--- config.mk ---
export PLATFORM = sky130hd
export DESIGN_NAME = lsu
export DESIGN_NICKNAME = d
export VERILOG_FILES = /design/src/rtl/lsu.sv
export SDC_FILE = /design/constraint.sdc
export NUM_CORES = 1
export LEC_CHECK = 0
export ABC_AREA = 1
export ABC_CLOCK_PERIOD_IN_PS = 4250
export CORE_ASPECT_RATIO = 0.7
export CORE_MARGIN = 2
export CORE_UTILIZATION = 50
export DETAILED_ROUTE_END_ITERATION = 7
export GPL_TIMING_DRIVEN = 1
export MAX_ROUTING_LAYER = met4
export PLACE_DENSITY = 0.84
export SYNTH_ARGS = -nofsm -noshare
export SYNTH_HDL_FRONTEND = slang
export SYNTH_SLANG_ARGS = --single-unit
--- constraint.sdc ---
create_clock -name clk -period 4.25 [get_ports clk]
set_clock_uncertainty 0.2 [all_clocks]
set_input_delay 1.275 -clock clk [delete_from_list [all_inputs] [get_ports clk]]
set_output_delay 1.275 -clock clk [all_outputs]
set_load 0.01 [all_outputs]
--- src/rtl/lsu.sv ---
// ----------------------------------------------------------------------------
// lsu -- single-outstanding load/store unit
//
// Accepts one load or store request and computes the effective address as
// base + offset. It issues one lane-aligned memory access, then returns one
// response. Only one transaction is in flight at a time.
//
// Parameters
//   XLEN  data/address width (32 or 64)
//   NB    byte-lane count, derived as XLEN/8 (local, not overridable)
//
// Ports
//   clk, rst                  rising-edge clock, synchronous active-high reset
//   req_valid / req_ready     request handshake (req_ready only in IDLE)
//   req_store, req_funct3     1=store / 0=load, RISC-V width/sign code
//   req_base, req_offset      address operands, ea = base + offset (mod 2^XLEN)
//   req_wdata                 store data, right-justified
//   resp_valid / resp_ready   response handshake
//   resp_rdata, resp_err      extended load data (0 for stores), error flag
//   mem_req / mem_gnt         memory request handshake
//   mem_we, mem_addr, mem_be  write enable, NB-aligned address, byte enables
//   mem_wdata                 lane-shifted store data
//   mem_rvalid, mem_rdata     lane-aligned read data return
//
// Configuration macro
//   LSU_MISALIGN_TRAP_EN  defined: an access whose ea is not a multiple of its
//                         size returns resp_err without touching memory.
//                         undefined: ea is aligned down to the access size.
// ----------------------------------------------------------------------------
module lsu #(
    parameter int  XLEN = 32,
    localparam int NB   = XLEN / 8
) (
    input  logic            clk,
    input  logic            rst,

    input  logic            req_valid,
    output logic            req_ready,
    input  logic            req_store,
    input  logic [2:0]      req_funct3,
    input  logic [XLEN-1:0] req_base,
    input  logic [XLEN-1:0] req_offset,
    input  logic [XLEN-1:0] req_wdata,

    output logic            resp_valid,
    input  logic            resp_ready,
    output logic [XLEN-1:0] resp_rdata,
    output logic            resp_err,

    output logic            mem_req,
    input  logic            mem_gnt,
    output logic            mem_we,
    output logic [XLEN-1:0] mem_addr,
    output logic [NB-1:0]   mem_be,
    output logic [XLEN-1:0] mem_wdata,
    input  logic            mem_rvalid,
    input  logic [XLEN-1:0] mem_rdata
);

    localparam int LW = $clog2(NB);

    typedef enum logic [1:0] {
        IDLE,
        ISSUE,
        WAIT,
        RESP
    } state_t;

    state_t        state;

    // Request attributes kept for the load-data extraction in WAIT.
    logic          store_q;
    logic [1:0]    size_q;
    logic          uns_q;
    logic [LW-1:0] lane_q;

    // Contiguous byte-enable pattern for an access of 2^sz bytes at lane 0.
    function automatic logic [NB-1:0] size_mask(input logic [1:0] sz);
        logic [NB-1:0] m;
        for (int i = 0; i < NB; i++) begin
            m[i] = (i < (1 << sz));
        end
        return m;
    endfunction

    // Sign- or zero-extend the low 2^sz bytes of v to the full width.
    function automatic logic [XLEN-1:0] extend(input logic [XLEN-1:0] v,
                                               input logic [1:0]      sz,
                                               input logic            uns);
        logic [XLEN-1:0] r;
        logic            fill;
        int              nbits;
        nbits = 8 << sz;
        if (nbits > XLEN) begin
            nbits = XLEN;
        end
        case (sz)
            2'd0:    fill = v[7];
            2'd1:    fill = v[15];
            2'd2:    fill = v[31];
            default: fill = v[XLEN-1];
        endcase
        if (uns) begin
            fill = 1'b0;
        end
        r = v;
        for (int i = 0; i < XLEN; i++) begin
            if (i >= nbits) begin
                r[i] = fill;
            end
        end
        return r;
    endfunction

    // ------------------------------------------------------------------
    // Request decode (only meaningful while IDLE)
    // ------------------------------------------------------------------
    logic [XLEN-1:0] ea;
    logic [XLEN-1:0] ea_eff;
    logic [XLEN-1:0] sz_bytes;
    logic [1:0]      size;
    logic            illegal;
    logic            err_c;
    logic [LW-1:0]   lane;
    logic [NB-1:0]   be_c;
    logic [XLEN-1:0] wdata_c;
    logic [XLEN-1:0] addr_c;
    logic [XLEN-1:0] load_data;

    always_comb begin
        // NOTE: every signal gets a default first, so no path through this
        // block can leave a value unassigned and infer a latch.
        ea       = req_base + req_offset;
        size     = req_funct3[1:0];
        sz_bytes = XLEN'(1) << size;

        illegal = (req_funct3 == 3'd7) || (req_store && req_funct3[2]);
        if (XLEN == 32 && (req_funct3 == 3'd3 || req_funct3 == 3'd6)) begin
            illegal = 1'b1;
        end

`ifdef LSU_MISALIGN_TRAP_EN
        ea_eff = ea;
        err_c  = illegal || ((ea & (sz_bytes - XLEN'(1))) != '0);
`else
        // Silently round down to the natural alignment of the access.
        ea_eff = ea & ~(sz_bytes - XLEN'(1));
        err_c  = illegal;
`endif

        lane    = ea_eff[LW-1:0];
        be_c    = size_mask(size) << lane;
        wdata_c = req_wdata << {lane, 3'b000};
        addr_c  = {ea_eff[XLEN-1:LW], {LW{1'b0}}};

        load_data = extend(mem_rdata >> {lane_q, 3'b000}, size_q, uns_q);
    end

    // Derived from the state register; forced low while rst is high so the
    // block advertises nothing during reset and is ready the cycle after.
    assign req_ready = (state == IDLE) && !rst;

    // ------------------------------------------------------------------
    // FSM with registered outputs
    // ------------------------------------------------------------------
    // NOTE: sequential state uses non-blocking assignments only, so every
    // register samples pre-edge values regardless of statement order.
    always_ff @(posedge clk) begin
        if (rst) begin
            state      <= IDLE;
            store_q    <= 1'b0;
            size_q     <= '0;
            uns_q      <= 1'b0;
            lane_q     <= '0;
            resp_valid <= 1'b0;
            resp_rdata <= '0;
            resp_err   <= 1'b0;
            mem_req    <= 1'b0;
            mem_we     <= 1'b0;
            mem_addr   <= '0;
            mem_be     <= '0;
            mem_wdata  <= '0;
        end else begin
            case (state)
                IDLE: begin
                    if (req_valid) begin
                        store_q <= req_store;
                        size_q  <= size;
                        uns_q   <= req_funct3[2];
                        lane_q  <= lane;
                        if (err_c) begin
                            // Errors skip memory entirely.
                            resp_valid <= 1'b1;
                            resp_err   <= 1'b1;
                            resp_rdata <= '0;
                            state      <= RESP;
                        end else begin
                            mem_req   <= 1'b1;
                            mem_we    <= req_store;
                            mem_addr  <= addr_c;
                            mem_be    <= be_c;
                            mem_wdata <= wdata_c;
                            state     <= ISSUE;
                        end
                    end
                end

                ISSUE: begin
                    // mem_* hold their values until the grant arrives.
                    if (mem_gnt) begin
                        mem_req   <= 1'b0;
                        mem_we    <= 1'b0;
                        mem_addr  <= '0;
                        mem_be    <= '0;
                        mem_wdata <= '0;
                        if (store_q) begin
                            resp_valid <= 1'b1;
                            resp_err   <= 1'b0;
                            resp_rdata <= '0;
                            state      <= RESP;
                        end else begin
                            state <= WAIT;
                        end
                    end
                end

                WAIT: begin
                    if (mem_rvalid) begin
                        resp_valid <= 1'b1;
                        resp_err   <= 1'b0;
                        resp_rdata <= load_data;
                        state      <= RESP;
                    end
                end

                RESP: begin
                    if (resp_ready) begin
                        resp_valid <= 1'b0;
                        resp_err   <= 1'b0;
                        resp_rdata <= '0;
                        state      <= IDLE;
                    end
                end

                default: state <= IDLE;
            endcase
        end
    end

endmodule

Word-level counts from Yosys, hierarchy flattened. Index checks and enable logic that the tools add are counted.

Output and inout bits: 105. Input bits: 138. Bits in registers: 112.

Magnitude comparators: 37. Shift operators: 5. Reductions and logical operators: 12. Bitwise gates (word level): 2. Muxes and demuxes: 79. Add/sub/neg operators: 2. Eq/ne operators: 14.

Operators with widths (count): 6-bit by 32-bit greater-or-equal comparator with 1-bit output (first input constant) (16); 32-bit 2-to-1 mux (12); 5-bit by 32-bit greater-or-equal comparator with 1-bit output (first input constant) (8); 4-bit by 32-bit greater-or-equal comparator with 1-bit output (first input constant) (4); 32-bit case mux with 2 select lines (2); 32-bit case mux with 4 select lines (1); 3-bit by 32-bit greater-or-equal comparator with 1-bit output (first input constant) (2); 3-bit by 32-bit < comparator with 1-bit output (first input constant) (2); 1-bit 2-to-1 mux (49); 32-bit adder (1); 32-bit AND (1); 1-bit by 32-bit greater-or-equal comparator with 1-bit output (first input constant) (1); 2-bit by 32-bit greater-or-equal comparator with 1-bit output (first input constant) (1); 32-bit by 7-bit greater-than comparator with 1-bit output (second input constant) (1); 1-bit by 32-bit < comparator with 1-bit output (first input constant) (1); 2-bit by 32-bit < comparator with 1-bit output (first input constant) (1); 32-bit NOT (1); 1-bit by 2-bit << shifter with 32-bit output (first input constant) (1); 32-bit by 5-bit << shifter with 32-bit output (1); 4-bit by 2-bit << shifter with 32-bit output (first input constant) (1); 32-bit by 5-bit right shift with 32-bit output (1); 32-bit by 1-bit subtractor with 32-bit output (second input constant) (1); 2-bit != test (second input constant) (7); 4-bit 2-to-1 mux (3); other kinds (18) (32).

Depth between registers and ports, before layout. Gate-level depths: netlist of run 1.

Depth after elaboration: 8. Gate-level depth with buffers: 13.

Least setup slack after synthesis of run 1. Ideal clock, no wire load.

Path type: input -> output. Start: input port rst. End: output port req_ready. Arrival: 2101 ps. Data required time: 2775 ps. Cell stages on the path: 4. Buffers on the path: 3. Slack: 674 ps. Path through: clkbuf_1 -> clkbuf_1 -> clkbuf_1 -> nor2_1.

Cells in the longest elaborated chain, start to end: 2.

Ends and longest elaborated chain: start, declared (RTL line 35) `input logic rst,`; 1-bit zero test (RTL line 161) `assign req_ready = (state == IDLE) && !rst;`; 1-bit logical AND (RTL line 161); end, declared (RTL line 38) `output logic req_ready,`.

No other way between the ends.

Final worst setup path of run 1. Ends and elaborated chain as after synthesis.

==> results of run 1 <==
[flip-flops by register name (all words and copies together), names as in the netlist]
name	count
mem_wdata	32
resp_rdata	32
mem_addr	30
mem_be	4
lane_q	2
size_q	2
state	2
mem_req	1
mem_we	1
resp_err	1
resp_valid	1
store_q	1
uns_q	1
[kinds of logic after synthesis]
family	synth area share [%]
buf+inv	11.9
other cells	0.0490
xor+xnor	0.802
flops	28.8
compound gates	14.6
simple gates	37.3
fa+ha+maj	6.64
[metal layers]
layer / share of wire, % / track usage [%] / routed length (um)
met5: 0 / - / 0
met4: 1.4 / 6.48 / 342
met3: 9.6 / 7.69 / 2410
met2: 41 / 44.7 / 10300
met1: 48 / 43.4 / 11900
[area by class of cell]
class | count | area (um^2)
flip-flops and latches | 110 | 2200
clock buffers | 11 | 253
clock inverters | 5 | 40.0
well taps | 195 | 244
multi-input cells | 955 | 4540
repair buffers | 251 | 2490
inverters | 171 | 642
fillers | 1344 | 4400
[worst max-delay path, delay by kind of cell]
kind	cells	cell delay [ns]
buffers and inverters	2	0.67
AND/OR/NAND/NOR	1	0.10
[Yosys cell counts (all sizes together)]
library cell,instances
xor2,7
a21oi,128
o211ai,8
o21ai,60
buf,23
or2,7
o2111ai,3
nand2,488
clkinv,1
nor2,105
a21o,1
and2,3
fa,1
conb,1
nor3,4
nand4,2
dfxtp,110
nand3b,6
nand3,82
clkbuf,29
o22ai,1
inv,170
a22oi,5
a221oi,1
ha,39
o21bai,2
[power breakdown]
group | switching [mW] | leakage (nW) | total (mW) | internal (mW)
Combinational | 1.46 | 3.75 | 2.44 | 0.984
Clock | 0.420 | 0.146 | 0.856 | 0.436
Sequential | 0.159 | 0.895 | 1.42 | 1.26
[stage by stage]
step           cell area [um^2]  utilization (%)
6_report                  10400             70.3
5_1_grt                   10400             70.3
4_1_cts                   10400             70.3
3_5_place_dp              10100             68.3
3_3_place_gp              10100             68.3
2_1_floorplan              7650                -
[how the worst max path moves through the flow]
stage	start	endpoint	slack, ns
4_1_cts	rst	req_ready	0.73
3_5_place_dp	req_funct3[1]	mem_wdata[30]	0.51
6_report	rst	req_ready	0.74
5_1_grt	req_funct3[1]	mem_wdata[29]	0.69
2_1_floorplan	rst	req_ready	0.67
3_3_place_gp	req_funct3[1]	mem_addr[23]	0.62
[placed cells by master, fill, tap and decap left out, types with 5 or more instances in the layout]
cell	instances
sky130_fd_sc_hd__o21ai_1	6
sky130_fd_sc_hd__o211ai_1	8
sky130_fd_sc_hd__a21oi_1	128
sky130_fd_sc_hd__nor2_1	99
sky130_fd_sc_hd__o21ai_0	52
sky130_fd_sc_hd__clkdlybuf4s50_1	239
sky130_fd_sc_hd__ha_1	39
sky130_fd_sc_hd__nand2_1	486
sky130_fd_sc_hd__xor2_1	7
sky130_fd_sc_hd__dfxtp_1	110
sky130_fd_sc_hd__nand3b_1	6
sky130_fd_sc_hd__or2_2	7
sky130_fd_sc_hd__clkbuf_16	9
sky130_fd_sc_hd__inv_1	164
sky130_fd_sc_hd__inv_2	6
sky130_fd_sc_hd__buf_4	11
sky130_fd_sc_hd__nand3_1	81
sky130_fd_sc_hd__a22oi_1	5
==> impl_results.rst, run 1 <==
.. list-table::
   :header-rows: 1

   * - Metric
     - Value
   * - Status
     - completed
   * - Growth of design area from synthesis to finish
     - 36.2%
   * - Final number of hold-violating endpoints
     - 0
   * - Starting density of the core
     - between 50% and 60%
   * - # clock sinks
     - 110
   * - Total GRT Usage
     - slightly above 30%
   * - Clock latency reported for the late side of the worst-skew pair
     - around 0.35 ns
   * - Reported leakage power
     - around 4.8 nW
   * - Synth top area cells
     - sky130_fd_sc_hd__dfxtp_1 (29%), sky130_fd_sc_hd__nand2_1 (24%), sky130_fd_sc_hd__a21oi_1 (8.4%)
   * - Chip Height
     - about 110 um
   * - Pre-CTS WS
     - a little over 0.5 ns
   * - Register-to-register setup slack
     - 1.58 ns
   * - Cell type contributing the most total cell area after synthesis
     - sky130_fd_sc_hd__dfxtp_1
   * - # Max-Cap Violations
     - 0
   * - Proportion of synthesized chip area in sequential cells
     - around 29%
   * - Worst setup slack after layout
     - approximately 0.74 ns
   * - Critical path class
     - in -> out
   * - Clock Path Buffers
     - 2
   * - Iteration-0 DRC Markers
     - between 700 and 800
   * - Quantity of I/O buffers inserted on ports
     - between 200 and 250
   * - Series of cell instances along the critical path
     - buf_4 -> nor2_1 -> clkdlybuf4s50_1
   * - Total power divided by cell area
     - between 400 and 500 mW/mm^2
   * - Nets@finish
     - approximately 1700
   * - Worst relative slew slack
     - 30.1%
   * - Antenna diode instance count
     - 0
   * - Syn avg cell area
     - between 5 and 6 um^2
   * - Via count of the first global-routing pass
     - roughly 7800
   * - Number of warnings reported in the yosys synthesis log
     - 0
   * - Critical R2R Capture
     - resp_rdata[19]
   * - Number of gates given a new drive strength after cts
     - 0
   * - Global-route wire length before repair
     - approximately 40000 um
   * - Initial antenna violation count
     - 0
   * - Chip Width
     - about 150 um
   * - Cell area after synthesis
     - roughly 0.0076 mm^2
   * - Synth cell types
     - 38
   * - Fraction of final layout cells sized beyond drive strength 1
     - under 10%
   * - Fin. max-slew vios
     - 0
   * - Number of buffers inserted during clock tree synthesis
     - 9
   * - Routed via count
     - between 8000 and 9000
   * - Total routed wirelength
     - ~25000 um
   * - Hold worst-path end
     - store_q
   * - Clock tree from TritonCTS
     - built
   * - Largest fanout on the critical path
     - 2
   * - CORE AREA
     - ~0.015 mm^2
   * - Routed Antenna Nets
     - 0
   * - Total congestion overflow after global routing
     - 0
   * - Setup violation total in the final timing report
     - 0
   * - Flops & latches, synth
     - 110
   * - Longest individual stage delay on the worst path
     - between 0.5 and 0.6 ns
   * - Per-cell via count in the routed design
     - about 5.2
   * - Worst path required time
     - 2.77 ns
   * - Worst supply voltage drop on vdd
     - between 200 and 300 uV
   * - RR Startpoint
     - lane_q[1]
   * - Post-Route Setup TNS
     - 0 ns
   * - CTS root buf
     - sky130_fd_sc_hd__clkbuf_16
   * - Type of the most critical hold path
     - reg -> reg
   * - H-tree depth reported by CTS
     - 3
   * - Slowest library cell on the worst path
     - sky130_fd_sc_hd__clkdlybuf4s50_1
   * - Number of buffers added to fix hold violations after cts
     - 0
   * - Sum of net half-perimeters after detailed placement
     - 19200 um
   * - Post-CTS repair timing setup buffer count
     - 0
   * - Post-route DRC violation count
     - 0
   * - Number of top-level design ports
     - between 200 and 250
   * - Kind of capture point of the worst setup path
     - output port
   * - Total design power
     - approximately 4.7 mW
   * - Peak Freq
     - 285 MHz
   * - Area of the die
     - roughly 0.016 mm^2
   * - Register-to-Register Path Depth
     - 10
   * - Non-filler instance count after layout
     - ~1700
   * - Detailed-route wire length per cell
     - approximately 15 um
   * - Crit path arrival time
     - roughly 2.0 ns
   * - RSZ-0062 raised after global routing
     - false
   * - Min Clock Period, post-route
     - about 3.5 ns
   * - Cells after DPL
     - roughly 1700
   * - Routability cong.
     - roughly 0.95
   * - Area fraction of the dominant cell type after synthesis
     - 28.8%
   * - Largest net degree at the start of global routing
     - 63
   * - Synthesized instance count
     - 1287
   * - Depth of the worst hold-timing path
     - 2
   * - Transition time of the tightest slew-check pin
     - 1.04 ns
   * - Row count
     - 37
   * - Hold_ws
     - between 0.2 and 0.3 ns
   * - Clock transition at the register clock pins on the worst setup and hold paths after CTS
     - 0.07 ns
   * - Hold wc startpoint
     - store_q
   * - Critical path startpoint category
     - input pin
   * - Final critical-path share of the clock period
     - ~83%
   * - First-pass iteration count of the detailed router
     - 6
Note: power is estimated with default switching activity, not from simulation.
==> inputs of run 2 (changes only) <==
--- a/config.mk
+++ b/config.mk
@@ -6,14 +6,14 @@
 export NUM_CORES = 1
 export LEC_CHECK = 0
 export ABC_AREA = 1
-export ABC_CLOCK_PERIOD_IN_PS = 4250
+export ABC_CLOCK_PERIOD_IN_PS = 2950
 export CORE_ASPECT_RATIO = 0.7
 export CORE_MARGIN = 2
-export CORE_UTILIZATION = 50
+export CORE_UTILIZATION = 43
 export DETAILED_ROUTE_END_ITERATION = 7
 export GPL_TIMING_DRIVEN = 1
 export MAX_ROUTING_LAYER = met4
-export PLACE_DENSITY = 0.84
+export PLACE_DENSITY = 0.77
 export SYNTH_ARGS = -nofsm -noshare
 export SYNTH_HDL_FRONTEND = slang
 export SYNTH_SLANG_ARGS = --single-unit
==> constraint.sdc (replaced) <==
create_clock -name clk -period 2.95 [get_ports clk]
set_clock_uncertainty 0.2 [all_clocks]
set_input_delay 0.885 -clock clk [delete_from_list [all_inputs] [get_ports clk]]
set_output_delay 0.885 -clock clk [all_outputs]
set_load 0.01 [all_outputs]
==> run 2 against run 1 <==
- via count grew 3.2%
- critical path type is now reg -> out
- highest routed layer unchanged
- non-clock buffer count grew 95
- die area grew 16%
- final cell count rose by 7.8%
- hold slack better by 0.00061 ns
- clock power up 43%
- setup slack got worse by 0.65 ns
- critical endpoint unchanged
- sequential power up 43%
- largest power group unchanged
- first-iteration DRC count grew 5.2%
==> impl_results.rst, run 2 (synthesis results as in run 1) <==
.. list-table::
   :header-rows: 1

   * - Metric
     - Value
   * - Number of top-level design ports
     - approximately 240
   * - Crit path buf inv count
     - 3
   * - Starting density of the core
     - roughly 44%
   * - Worst path required time
     - approximately 1.9 ns
   * - Transition time of the tightest slew-check pin
     - approximately 1.1 ns
   * - H-tree depth reported by CTS
     - 3
   * - Iteration-0 DRC Markers
     - between 800 and 900
   * - Kind of capture point of the worst setup path
     - output port
   * - Growth of design area from synthesis to finish
     - 48.0%
   * - Worst supply voltage drop on vdd
     - about 370 uV
   * - Total design power
     - 7.28 mW
   * - Depth of the worst hold-timing path
     - 2
   * - Nets@finish
     - 1771
   * - Reported leakage power
     - roughly 5.3 nW
   * - Largest net degree at the start of global routing
     - 55
   * - Post-route DRC violation count
     - 0
   * - GR Layer Usage met1
     - ~39%
   * - Number of buffers added to fix hold violations after cts
     - 0
   * - Total power divided by cell area
     - between 600 and 700 mW/mm^2
   * - Top library cells by usage in the layout, fill and taps aside
     - sky130_fd_sc_hd__nand2_1 (484), sky130_fd_sc_hd__clkdlybuf4s50_1 (239), sky130_fd_sc_hd__inv_1 (161)
   * - Total congestion overflow after global routing
     - 0
   * - Post-Route Setup TNS
     - 0 ns
   * - Fin. max-slew vios
     - 0
   * - Slowest library cell on the worst path
     - sky130_fd_sc_hd__clkdlybuf4s50_1
   * - Number of fillers in the final layout
     - between 1500 and 2000
   * - RR Startpoint
     - state[0]
   * - Longest individual stage delay on the worst path
     - between 0.5 and 0.6 ns
   * - Number of buffers inserted during clock tree synthesis
     - 9
   * - Series of cell instances along the critical path
     - inv_1 -> ha_4 -> inv_1 -> nor2_1 -> clkdlybuf4s50_1
   * - Total routed wirelength
     - between 20000 and 30000 um
   * - Row count
     - 40
   * - Peak Freq
     - approximately 350 MHz
   * - Crit path arrival time
     - 1.78 ns
   * - Critical path startpoint category
     - flop
   * - Clock tree from TritonCTS
     - built
   * - Most common library cell in the layout ignoring fill and taps
     - sky130_fd_sc_hd__nand2_1
   * - Total GRT Usage
     - between 20 and 30%
   * - Largest fanout on the critical path
     - 5
   * - Global-route wire length before repair
     - between 40000 and 50000 um
   * - Hold wc startpoint
     - mem_wdata[4]
   * - Worst relative slew slack
     - 27.8%
   * - Hold worst-path end
     - mem_wdata[4]
   * - Met3 global-route usage
     - under 10%
   * - Clock latency reported for the late side of the worst-skew pair
     - between 0.3 and 0.4 ns
   * - Clock transition at the register clock pins on the worst setup and hold paths after CTS
     - ~0.070 ns
   * - Busiest metal layer after global routing
     - met2
   * - Routed via count
     - between 9000 and 10000
   * - Detailed-route wire length per cell
     - 14.5 um
   * - Layout Utilization
     - between 60% and 70%
   * - Post-CTS repair timing setup buffer count
     - 0
   * - Via count of the first global-routing pass
     - 8425
   * - Routability cong.
     - ~0.95
   * - Setup violation total in the final timing report
     - 0
   * - Min Clock Period, post-route
     - 2.87 ns
   * - Routed Antenna Nets
     - 0
   * - Register-to-Register Path Depth
     - 12
   * - Sum of net half-perimeters after detailed placement
     - between 20000 and 25000 um
   * - Clock Path Buffers
     - 2
   * - Most numerous cell on the critical path
     - sky130_fd_sc_hd__inv_1
   * - CTS root buf
     - sky130_fd_sc_hd__clkbuf_16
   * - Initial antenna violation count
     - 0
   * - Per-cell via count in the routed design
     - roughly 4.9
   * - Critical R2R Capture
     - resp_rdata[22]
   * - Chip Width
     - 163 um
   * - Register-to-register setup slack
     - 0.66 ns
   * - Fraction of final layout cells sized beyond drive strength 1
     - 9.76%
   * - Final number of hold-violating endpoints
     - 0
   * - Regs by FF count
     - mem_wdata: 32 flops, resp_rdata: 32 flops, mem_addr: 30 flops
   * - Dominant delay contributor by cell family on the critical path
     - buffers and inverters
   * - CORE AREA
     - approximately 0.017 mm^2
   * - Final critical-path share of the clock period
     - slightly below 100%
   * - Type of the most critical hold path
     - reg -> reg
   * - First-pass iteration count of the detailed router
     - 6
   * - # Max-Cap Violations
     - 0
   * - Critical path class
     - reg -> out
   * - Met2 layer usage reported by global route
     - 43.3%
   * - Chip Height
     - ~120 um
   * - Area of the die
     - about 0.019 mm^2
   * - Quantity of I/O buffers inserted on ports
     - between 200 and 250
   * - # clock sinks
     - 110
   * - Status
     - completed
-- run 2: how the worst max path moves through the flow --
stage	from	end	slack, ns	cells past startpoint
after global placement	req_base[0]	mem_addr[28]	-0.24	14
after CTS	state[1]	req_ready	0.02	5
after floorplan	req_base[0]	mem_wdata[29]	0.06	10
after global routing	req_base[0]	mem_addr[24]	-0.02	14
after detailed placement	req_base[0]	mem_addr[20]	-0.31	14
final	state[0]	req_ready	0.08	5
-- run 2: area by class of cell --
class                      count  area, um^2  area share [%]
timing repair buffer         346        3330            29.4
tap                          231         289            2.55
sequential                   110        2200            19.5
multi-input combinational    955        4580            40.4
clock inverter                 4        47.5           0.420
inverter                     171         642            5.67
clock buffer                  12         236            2.09
antenna                        1        2.50          0.0221
-- run 2: per-stage QoR --
| stage | instance area, um^2 | worst slack (ns) | hold slack (ns) | std cells |
|---|---|---|---|---|
| floorplan | 7650 | 0.0612 | 0.239 | 1288 |
| global placement | 11000 | -0.244 | 0.252 | 1812 |
| detailed placement | 11000 | -0.312 | 0.253 | 1812 |
| CTS | 11300 | 0.0237 | 0.263 | 1828 |
| global route | 11300 | -0.0157 | 0.284 | 1829 |
| finish | 11300 | 0.0831 | 0.265 | 1830 |
-- run 2: tightest hold or removal path: stages (launching register included) --
cell and delay [ns]:
sky130_fd_sc_hd__dfxtp_1 0.31, sky130_fd_sc_hd__nand2_1 0.06, sky130_fd_sc_hd__a21oi_1 0.05
-- run 2: power breakdown --
| part | switching (mW) | internal (mW) | total, mW |
|---|---|---|---|
| Combinational | 2.22 | 1.81 | 4.03 |
| Clock | 0.565 | 0.658 | 1.22 |
| Sequential | 0.211 | 1.82 | 2.03 |
-- run 2: metal layers --
| layer | part of all wire (%) | wire length [um] |
|---|---|---|
| met1 | 47 | 12500 |
| met2 | 42 | 11200 |
| met3 | 9.6 | 2530 |
| met4 | 0.93 | 245 |
| met5 | 0 | 0 |
-- run 2: repair_timing --
action                                 4_1_cts  5_1_grt
gates resized for setup                      1       10
setup endpoints to repair                    1       14
gates cloned                                 0        1
endpoints found under the hold margin        0        0
pin swaps                                    0        1
==> RTL change, RTL diff (flow settings as in run 2) <==
Register the output `resp_err` once more, cleared by the reset; this adds one clock of latency there. The other outputs are not delayed to match.
--- a/src/rtl/lsu.sv
+++ b/src/rtl/lsu.sv
@@ -66,6 +66,8 @@
         RESP
     } state_t;
 
+    logic resp_err_s0;
+
     state_t        state;
 
     // Request attributes kept for the load-data extraction in WAIT.
@@ -174,7 +176,7 @@
             lane_q     <= '0;
             resp_valid <= 1'b0;
             resp_rdata <= '0;
-            resp_err   <= 1'b0;
+            resp_err_s0 <= 1'b0;
             mem_req    <= 1'b0;
             mem_we     <= 1'b0;
             mem_addr   <= '0;
@@ -191,7 +193,7 @@
                         if (err_c) begin
                             // Errors skip memory entirely.
                             resp_valid <= 1'b1;
-                            resp_err   <= 1'b1;
+                            resp_err_s0 <= 1'b1;
                             resp_rdata <= '0;
                             state      <= RESP;
                         end else begin
@@ -215,7 +217,7 @@
                         mem_wdata <= '0;
                         if (store_q) begin
                             resp_valid <= 1'b1;
-                            resp_err   <= 1'b0;
+                            resp_err_s0 <= 1'b0;
                             resp_rdata <= '0;
                             state      <= RESP;
                         end else begin
@@ -227,7 +229,7 @@
                 WAIT: begin
                     if (mem_rvalid) begin
                         resp_valid <= 1'b1;
-                        resp_err   <= 1'b0;
+                        resp_err_s0 <= 1'b0;
                         resp_rdata <= load_data;
                         state      <= RESP;
                     end
@@ -236,7 +238,7 @@
                 RESP: begin
                     if (resp_ready) begin
                         resp_valid <= 1'b0;
-                        resp_err   <= 1'b0;
+                        resp_err_s0 <= 1'b0;
                         resp_rdata <= '0;
                         state      <= IDLE;
                     end
@@ -247,5 +249,13 @@
         end
     end
 
+    always_ff @(posedge clk) begin
+        if (rst) begin
+            resp_err <= '0;
+        end else begin
+            resp_err <= resp_err_s0;
+        end
+    end
+
 endmodule
 
Check against the original RTL: not equivalent (Yosys sat finds a counterexample within 4 cycles, from zero or initial values and one cycle with rst high).
==> RTL change against run 2 <==
Non-clock buffer count shrank 12. Wire length shrank 0.77%. Setup slack got worse by 23 ps. Area after synthesis rose by 2.5%. Sequential cell count rose by 1. Fmax fell by 0.78%. Total power is 0.37% higher. Die area up 2.4%. Final area rose by 0.32%. Largest power group unchanged.
==> RTL change: results (changes against run 2) <==
[metrics] total number of H-tree levels: 3 (unchanged)
[metrics] run status: finished clean
[metrics] Placement Cell Area: 0.0110 mm^2 (+0.41%)
[metrics] Worst Path Arrival: 2890 ps (+1110 ps)
[metrics] YS warnings: 0 (unchanged)
[metrics] post-synthesis sequential element count: 111 (+0.91%)
[metrics] static power due to leakage: 5.20 nW (-1.8%)
[metrics] number of design rule violations left after detail routing: 0 (unchanged)
[metrics] post-synthesis cell type count: 49 (+29%)
[metrics] Max rail drop VDD: 0.375 mV (+0.37%)
[metrics] max incr delay on CP: 430 ps (-110 ps)
[metrics] Regs by FF count: mem_wdata x32, resp_rdata x32, mem_addr x30
[metrics] post-detailed-route via-to-cell ratio: 4.97 (+0.44%)
[metrics] buffer depth of the longest clock path: 2 (unchanged)
[metrics] routed via count: 8903 (-1.6%)
[metrics] kind of cell adding the most delay to the critical path: simple AND/OR/NAND/NOR gates
[metrics] number of global-route vias before repair: 8201 (-2.7%)
[metrics] wire length of the first global-routing pass: 40.6 mm (-2.7%)
[metrics] highest net fanout along the worst path: 4 (-1)
[metrics] CTS buffer count: 9 (unchanged)
[metrics] most numerous cell types in the synthesized netlist: nand2_1 (439), inv_1 (149), nor2_1 (114)
[metrics] portion of the post-synthesis area used by sequential elements: 28.3% (-0.45 points)
[metrics] Post-Place Cells: 1775 (-2.0%)
[metrics] DRT iter0 DRCs: 912 (+13%)
[metrics] router iterations before antenna repair: 5 (-1)
[metrics] half-perimeter wire length of the detailed placement result: 20.3 mm (-1.7%)
[metrics] antenna diode count: 0 (-1)
[metrics] Setup WS pre-CTS: -407 ps (-95.0 ps)
[metrics] clock tree root buffer cell: clkbuf_16
[metrics] final net count: 1729 (-2.4%)
[metrics] Max-slew headroom: 55.5% (+28 points)
[metrics] routed wirelength normalized by instance count: 14.6 um (+1.3%)
[metrics] insertion delay to the later sink of the worst-skew pair: 350 ps (about the same)
[metrics] overall global routing resource usage: 27.4% (-1.2 points)
[metrics] number of port buffers: 240 (unchanged)
[metrics] cells taking the most area after synthesis: dfxtp_1 (28%), nand2_1 (21%), inv_1 (7.1%)
[metrics] initial antenna violation count: 0 (unchanged)
[metrics] share of final-layout standard cells stronger than drive strength 1: 12.3% (+2.5 points)
[metrics] number of cells produced by synthesis: 1257 (-2.3%)
[metrics] maximum number of pins on one net before global-route repair: 56 (+1.8%)
[metrics] gp weighted congestion: 0.957 (+1.2%)
[metrics] type of the tightest min-delay check: reg -> reg
[RTL change: cell count changes after synthesis, sizes merged, moves of 6 or more]
cell           run 2  this run
o22ai              1         7
o211ai             8         1
nand2            488       451
nor2             105       120
inv              170       156
mux2i              0         7
o311ai             0         6
[RTL change: where the power goes]
group	switching, W	total (W)	internal, W	leakage [nW]
combinational	0.00225	0.00406	0.00181	4.16
clock	0.000600	0.00121	0.000606	0.140
sequential	0.000206	0.00205	0.00184	0.903
total	0.00306	0.00731	0.00425	5.20
[RTL change: layout make-up]
cell class | count | area, um^2
fill | 1679 | 6600
sequential | 111 | 2220
multi-input combinational | 938 | 4750
tap | 236 | 295
clock buffer | 11 | 243
clock inverter | 5 | 40.0
inverter | 157 | 592
timing repair buffer | 334 | 3210
[RTL change: final timing paths]
check	slack [ps]	end	start	cells past startpoint
setup reg to reg	670	resp_rdata[31]	state[0]	12
hold reg to reg	230	resp_err	resp_err_s0	2
setup / recovery	60	mem_addr[16]	req_offset[0]	12
hold / removal	230	resp_err	resp_err_s0	2
[RTL change: repair_timing]
| item | 4_1_cts | 5_1_grt |
|---|---|---|
| gates resized for setup | 1 | 16 |
| setup buffers | 1 | 0 |
| endpoints found under the setup margin | 2 | 15 |
| pin swaps | 1 | 1 |
[RTL change: per-layer routing]
layer  GRT usage, %  up-vias  wire length [um]
li1               -     4555                 -
met1           37.6     3956             12200
met2           40.5      365             10800
met3           7.15       27              2810
met4           6.32        0               388
met5              -        -                 0
[RTL change: cell families after synthesis]
group                    synth area share, %
XOR/XNOR                               0.782
multiplexers                           0.894
AO/OA/AOI/OAI                           15.7
adder cells (fa/ha/maj)                 6.48
buffers and inverters                   11.6
other                                 0.0478
AND/OR/NAND/NOR                         36.2
flip-flops                              28.3
